File: src/rtl/vote_argmax_accumulator.sv
// Vote accumulator with sequential argmax readout.
// Spike packets vote for class (packet_in mod NUM_CLASSES) while accumulating.
// After FRAMES_PER_DECISION frames the per-class counters are scanned, one
// class per cycle. The winner (lowest index on ties) is presented on a
// valid/ready result port, and accumulation restarts.
module vote_argmax_accumulator #(
  parameter int NUM_CLASSES         = 9,
  parameter int PACKET_WIDTH        = 8,
  parameter int COUNT_WIDTH         = 16,
  parameter int FRAMES_PER_DECISION = 1
) (
  input  logic                           clk,
  input  logic                           rst,
  input  logic [PACKET_WIDTH-1:0]        packet_in,
  input  logic                           packet_valid,
  input  logic                           frame_done,
  input  logic                           clr,
  output logic [$clog2(NUM_CLASSES)-1:0] result_class,
  output logic [COUNT_WIDTH-1:0]         result_votes,
  output logic                           result_valid,
  input  logic                           result_ready,
  output logic                           busy,
  output logic [15:0]                    dropped_cnt,
  output logic                           overrun
);

  localparam int IW = $clog2(NUM_CLASSES);
  // The modulo is evaluated in a width that can always hold NUM_CLASSES (<= 64).
  localparam int MW = (PACKET_WIDTH > 7) ? PACKET_WIDTH : 7;
  localparam logic [IW-1:0] LAST_IDX = IW'(NUM_CLASSES - 1);
  localparam logic [7:0]    FPD_LAST = 8'(FRAMES_PER_DECISION - 1);

  typedef enum logic {ACCUM, SCAN} state_t;

  state_t                 state, state_nxt;
  logic [COUNT_WIDTH-1:0] counters [NUM_CLASSES];
  logic [7:0]             frame_cnt;
  logic [IW-1:0]          scan_idx;
  logic [IW-1:0]          best_idx;
  logic [COUNT_WIDTH-1:0] best_cnt;

  logic [MW-1:0]          pkt_ext;
  logic [MW-1:0]          pkt_class;
  logic [NUM_CLASSES-1:0] hit;
  logic [COUNT_WIDTH-1:0] cur_cnt;
  logic                   cand_take;
  logic [IW-1:0]          cand_idx;
  logic [COUNT_WIDTH-1:0] cand_cnt;
  logic                   accum_clr;
  logic                   decision_due;
  logic                   scan_last;

  // Class decode of the incoming packet (one-hot over classes).
  always_comb begin
    pkt_ext   = MW'(packet_in);
    pkt_class = pkt_ext % MW'(NUM_CLASSES);
    hit       = '0;
    for (int unsigned i = 0; i < NUM_CLASSES; i++) begin
      hit[i] = (pkt_class == MW'(i));
    end
  end

  // Scan datapath: read the counter at scan_idx and pick the running best.
  // Index 0 always seeds the best so an all-zero frame yields class 0.
  always_comb begin
    cur_cnt = '0;
    for (int unsigned i = 0; i < NUM_CLASSES; i++) begin
      if (scan_idx == IW'(i)) cur_cnt = counters[i];
    end
    cand_take = (scan_idx == '0) || (cur_cnt > best_cnt);
    cand_idx  = cand_take ? scan_idx : best_idx;
    cand_cnt  = cand_take ? cur_cnt  : best_cnt;
  end

  // Control qualifiers shared by the FSM and the datapath registers.
  always_comb begin
    accum_clr    = (state == ACCUM) && clr;
    decision_due = (state == ACCUM) && !clr && frame_done && (frame_cnt == FPD_LAST);
    scan_last    = (state == SCAN) && (scan_idx == LAST_IDX);
  end

  // Next-state logic and status output.
  always_comb begin
    state_nxt = state;
    busy      = (state == SCAN);
    case (state)
      ACCUM:   if (decision_due) state_nxt = SCAN;
      SCAN:    if (scan_last)    state_nxt = ACCUM;
      default: state_nxt = ACCUM;
    endcase
  end

  // State register.
  always_ff @(posedge clk) begin
    if (rst) state <= ACCUM;
    else     state <= state_nxt;
  end

  // Per-class saturating vote counters; cleared by clr or at the end of a scan.
  always_ff @(posedge clk) begin
    if (rst || accum_clr || scan_last) begin
      counters <= '{default: '0};
    end else if ((state == ACCUM) && packet_valid) begin
      for (int unsigned i = 0; i < NUM_CLASSES; i++) begin
        if (hit[i] && (counters[i] != '1)) counters[i] <= counters[i] + 1'b1;
      end
    end
  end

  // Frame counter: wraps to zero on the frame that completes a decision.
  always_ff @(posedge clk) begin
    if (rst || accum_clr) begin
      frame_cnt <= '0;
    end else if ((state == ACCUM) && frame_done) begin
      if (frame_cnt == FPD_LAST) frame_cnt <= '0;
      else                       frame_cnt <= frame_cnt + 8'd1;
    end
  end

  // Scan index and running best, parked at zero while accumulating.
  always_ff @(posedge clk) begin
    if (rst || (state == ACCUM)) begin
      scan_idx <= '0;
      best_idx <= '0;
      best_cnt <= '0;
    end else begin
      scan_idx <= scan_idx + 1'b1;
      best_idx <= cand_idx;
      best_cnt <= cand_cnt;
    end
  end

  // Result register with valid/ready hold and sticky overrun.
  // A load on the accepting cycle keeps valid high without flagging overrun.
  always_ff @(posedge clk) begin
    if (rst) begin
      result_class <= '0;
      result_votes <= '0;
      result_valid <= 1'b0;
      overrun      <= 1'b0;
    end else if (scan_last) begin
      result_class <= cand_idx;
      result_votes <= cand_cnt;
      result_valid <= 1'b1;
      if (result_valid && !result_ready) overrun <= 1'b1;
    end else if (result_valid && result_ready) begin
      result_valid <= 1'b0;
    end
  end

  // Saturating count of packets that arrive while scanning.
  always_ff @(posedge clk) begin
    if (rst) begin
      dropped_cnt <= '0;
    end else if ((state == SCAN) && packet_valid && (dropped_cnt != '1)) begin
      dropped_cnt <= dropped_cnt + 16'd1;
    end
  end

endmodule
File: config.mk
export PLATFORM = sky130hd
export DESIGN_NAME = vote_argmax_accumulator
export DESIGN_NICKNAME = d
export VERILOG_FILES = /design/src/rtl/vote_argmax_accumulator.sv
export SDC_FILE = /design/constraint.sdc
export NUM_CORES = 1
export LEC_CHECK = 0
export CAP_MARGIN = 20
export CORE_UTILIZATION = 23
export DETAILED_ROUTE_END_ITERATION = 7
export PLACE_DENSITY = 0.33
export SETUP_SLACK_MARGIN = 0.02
export SLEW_MARGIN = 40
export SYNTH_ARGS = -nofsm -noshare
export SYNTH_HDL_FRONTEND = slang
export SYNTH_SLANG_ARGS = --single-unit
File: constraint.sdc
create_clock -name clk -period 6.4 [get_ports clk]
set_input_delay 1.6 -clock clk [delete_from_list [all_inputs] [get_ports clk]]
set_output_delay 1.6 -clock clk [all_outputs]
set_load 0.005 [all_outputs]
# Word-level counts from Yosys, hierarchy flattened
# Cells that the tools add are included.
# classes
n_lt_le_gt_ge	1
mux	17
addsub	12
n_bitwise	1
div	1
multipliers	0
reduce_logical	40
shifts	0
n_eq_ne	26
# op_table
cell	n
16-bit by 1-bit adder with 16-bit output (second input constant)	10
16-bit two-way mux	10
16-bit != test (second input constant)	10
8-bit by 3-bit == test with 1-bit output (second input constant)	4
1-bit logical AND	20
2-bit AND reduction	10
4-bit by 3-bit == test with 1-bit output (second input constant)	4
8-bit by 2-bit == test with 1-bit output (second input constant)	2
16-bit > comparator	1
8-bit zero test	2
8-bit by 1-bit adder with 8-bit output (second input constant)	1
4-bit by 2-bit == test with 1-bit output (second input constant)	2
8-bit by 1-bit == test with 1-bit output (second input constant)	1
8-bit by 4-bit == test with 1-bit output (second input constant)	1
8-bit by 4-bit modulo with 8-bit output (second input constant)	1
8-bit two-way mux	1
4-bit by 1-bit adder with 4-bit output (second input constant)	1
4-bit by 1-bit == test with 1-bit output (second input constant)	1
4-bit == test (second input constant)	1
4-bit zero test	1
1-bit logical OR	4
1-bit two-way mux	4
4-bit two-way mux	1
1-bit zero test	2
3 further kinds	3
# word_totals
input_bits	14
mem_bits_ro	0
regBits	215
wordCells	117
ram_bits	0
output_inout_bits	39
mem_count	0
latch_bits	0

# Logic depth before layout (Yosys ltp)
# depth
ltp_word	13
mapped_depth	27
mapped_depth_nobuf	24

# Worst setup path after synthesis
# OpenSTA, ideal clock, no wires.
# synth_timing
kind	input port to flip-flop
from	in packet_in[7]
to	reg counters[32] (netlist bit)
stages	21
arrival_time_ns	5.548
required_time_ns	6.272
slack_ns	0.725
setup_time_ns	0.128
path_cell_list	buf_2 > nand2b_1 > buf_2 > o21ai_0 > a221oi_2 > ha_1 > inv_1 > a211o_1 > nand3_2 > xnor2_1 > inv_1 > ha_1 > nand3b_1 > mux2_2 > a21oi_4 > mux2_2 > nand4_1 > clkbuf_1 > buf_2 > xor2_1 > nor2_1
# synth_between
elab_chain_len	4
# synth_rtl
item	line	rtl
start: declaration	14	input logic [PACKET_WIDTH-1:0] packet_in,
8-bit by 4-bit modulo with 8-bit output	56	pkt_class = pkt_ext % MW'(NUM_CLASSES);
8-bit by 3-bit == test with 1-bit output	59	hit[i] = (pkt_class == MW'(i));
1-bit logical AND	105	if (hit[i] && (counters[i] != '1)) counters[i] <= counters[i] + 1'b1;
2-bit AND reduction (no source line)	--	
end signal: assignment	102	counters <= '{default: '0};
end: declaration	36	logic [COUNT_WIDTH-1:0] counters [NUM_CLASSES];
# No other way between the ends.
# A chain may end at the register's enable or synchronous reset.

# Final worst setup path
# layout_timing
from	in packet_in[7]
to	reg counters[25] (netlist bit)
# The elaborated chain is that of the path after synthesis.

==> impl_metrics.yaml <==
placement:
  io_buffers: 52
  place_congestion: 0.792
  dp_hpwl_mm: 29.5
floorplan:
  core-area_sq_mm: 0.0531
  initial_core_util_pct: 23.5
  die_w_microns: 235
  ioPinCount: 53
  rows: 84
  die_area_sq_mm: 0.0552
  die_h_microns: 235
critical_path:
  start_kind: "input pin"
  startpoint: "packet_in[7]"
  critPathRequiredTime_ns: 6.88
  critical_path_class: "in2reg"
  r2r-start: "scan_idx[1]"
  worstPathArrival_ns: 6.31
  cp_max_fo: 19
  critPathCaptureType: "flop"
timing:
  slew-limit-headroom_pct: 49.2
  max_freq_mhz: 172
  finalCritPeriodShare_pct: 91.1
  worst_pin_slew_ns: 0.763
  slew_viol_final: 0
  rsz0062_at_grt: "no"
  finalSetupViolCount: 0
  hold_violations: 0
  min_period_ns: 5.83
  skew_ns: 0.0207
  fin_setup_tns_ns: 0
grt:
  gr-total-overflow: 0
  grt_pass1_wl_mm: 64.4
  grt_usage_pct: 14.6
  antenna_found_initial: 0
  first_global_vias: 11003
  grt_max_degree: 59
cells_and_area:
  area_growth_pct: 19.8
  layout-drive-gt1-share_pct: 7.66
  fillers: 5760
  final_net_count: 1697
  diodes: 0
clock_tree:
  cts_root_buf: "clkbuf_16"
  cts_resized: 0
  clock-sinks: 215
  cts_buffers: 29
  cts_max_path_buffers: 3
  hold_buffers: 0
  tritoncts: "yes"
  cts_setup_buffers: 0
  clkTransAtPathRegs_ns: 0.06
  htreeDepth: 1
  clk_latency_ns: 0.58
drt:
  drt-initial-drc-count: 592
  dr.pass1.iters: 5
  wirelength_mm: 41.2
  detail-route-antenna-nets: 0
  drc_errors: 0
  num_vias: 11651
  vias_per_cell: 4.94
  wl_per_cell_microns: 17.5
synth:
  postSynth.asyncResetShare_pct: 0
  synth_seq_cells: 215
  synth_warnings: 0
  synth.most_common_cell: "dfxtp_1"
  netlist_top_cells_area: "dfxtp_1 (35%), o21ai_0 (6.8%), or3_1 (6.1%)"
  syn_nets: 1673
  netlist_instances: 1623
  synth-seq-area-share_pct: 34.5
  synth_ff_type: "dfxtp_1"
  synth_top_area_share_pct: 34.5
  ys_top_cells_by_count: "dfxtp_1 (215), o21ai_0 (169), a21oi_1 (143)"
  synth-edff-count: 0
  synth_area_sq_mm: 0.0125
  synth.distinct_cells: 69
  synth_top_cell_by_area: "dfxtp_1"
  synth_area_per_cell_sq_um: 7.69
min_path:
  hp-start: "result_class[2]"
  holdCritPathClass: "reg2reg"
pwr:
  peakVddDrop_mv: 0.203
  power_per_cell_area_mw_per_mm2: 232
  leakage_nw: 4.80
  total_power_mw: 3.47
flow_run:
  cap_violations: 0
run_status:
  outcome: "completed"
-- worst max-delay path: stages --
cell             delay [ns]
clkdlybuf4s50_1        0.57
buf_4                  0.17
nand2b_1               0.25
o22ai_1                0.15
a211oi_1               0.41
a211o_1                0.19
nand3_2                0.10
xnor2_1                0.31
inv_1                  0.13
ha_1                   0.23
nand3b_1               0.16
mux2_2                 0.31
a21o_1                 0.27
o211ai_2               0.21
nand3_2                0.48
or4_1                  0.62
a21oi_1                0.14
-- registers in the layout, summed over array words and instances (netlist names) --
name and cells:
counters 144, best_cnt 16, dropped_cnt 16, result_votes 16, frame_cnt 8, best_idx 4, result_class 4, scan_idx 4
busy 1, overrun 1, result_valid 1
-- area by class of cell --
class	count	area (sq um)	area share, %
multi-input combinational	1257	7630	51.1
clock buffer	45	896	5.99
sequential	215	4300	28.8
tap	688	861	5.76
inverter	48	180	1.21
clock inverter	9	151	1.01
timing repair buffer	96	921	6.16
-- report_power, final --
group	switching (mW)	internal (mW)	leakage, nW
logic	0.221	0.125	2.55
clock network	0.664	1.12	0.515
registers	0.00532	1.34	1.73
total	0.890	2.58	4.80
-- cell families after synthesis --
family          synth area share [%]
xor+xnor                        2.10
mux                             4.77
simple gates                    28.3
flops                           34.5
buf+inv                         4.74
fa+ha+maj                       3.61
compound gates                  22.0
-- per-stage QoR --
stage	hold slack [ns]	instances	utilization [%]	setup slack [ns]	instance area, sq um
6_report	0.452	2358	28.2	0.572	14900
5_1_grt	0.482	2358	28.2	0.227	14900
4_1_cts	0.457	2358	28.2	0.592	14900
3_5_place_dp	0.449	2304	26.2	0.0314	13900
3_3_place_gp	0.450	2303	26.1	0.0797	13900
2_1_floorplan	0.443	1623	-	0.725	12500
-- placed cells by master (no fill, tap or decap), drive strengths merged, types with 44 or more instances in the layout --
cell type	instances
inv	48
mux2i	55
a22oi	44
and3	56
clkdlybuf4s50	52
or3	121
nor2	121
buf	44
o21ai	169
a21oi	144
nand2	134
clkbuf	45
dfxtp	215
nand3	95
-- per-layer routing --
layer	part of all wire (%)	GRT usage [%]	routed length, microns
met1	50	20.2	20600
met2	46	24.2	18900
met3	2.4	1.76	978
met4	1.7	2.99	684
met5	0	0	0
-- final timing paths --
kind | endpoint | slack [ns] | cells after the start
min reg2reg | result_class[2] | 0.45 | 2
max reg2reg | result_class[0] | 1.04 | 24
max | counters[25] | 0.57 | 17
min | result_class[2] | 0.45 | 2
(Power assumes the default switching activity.)
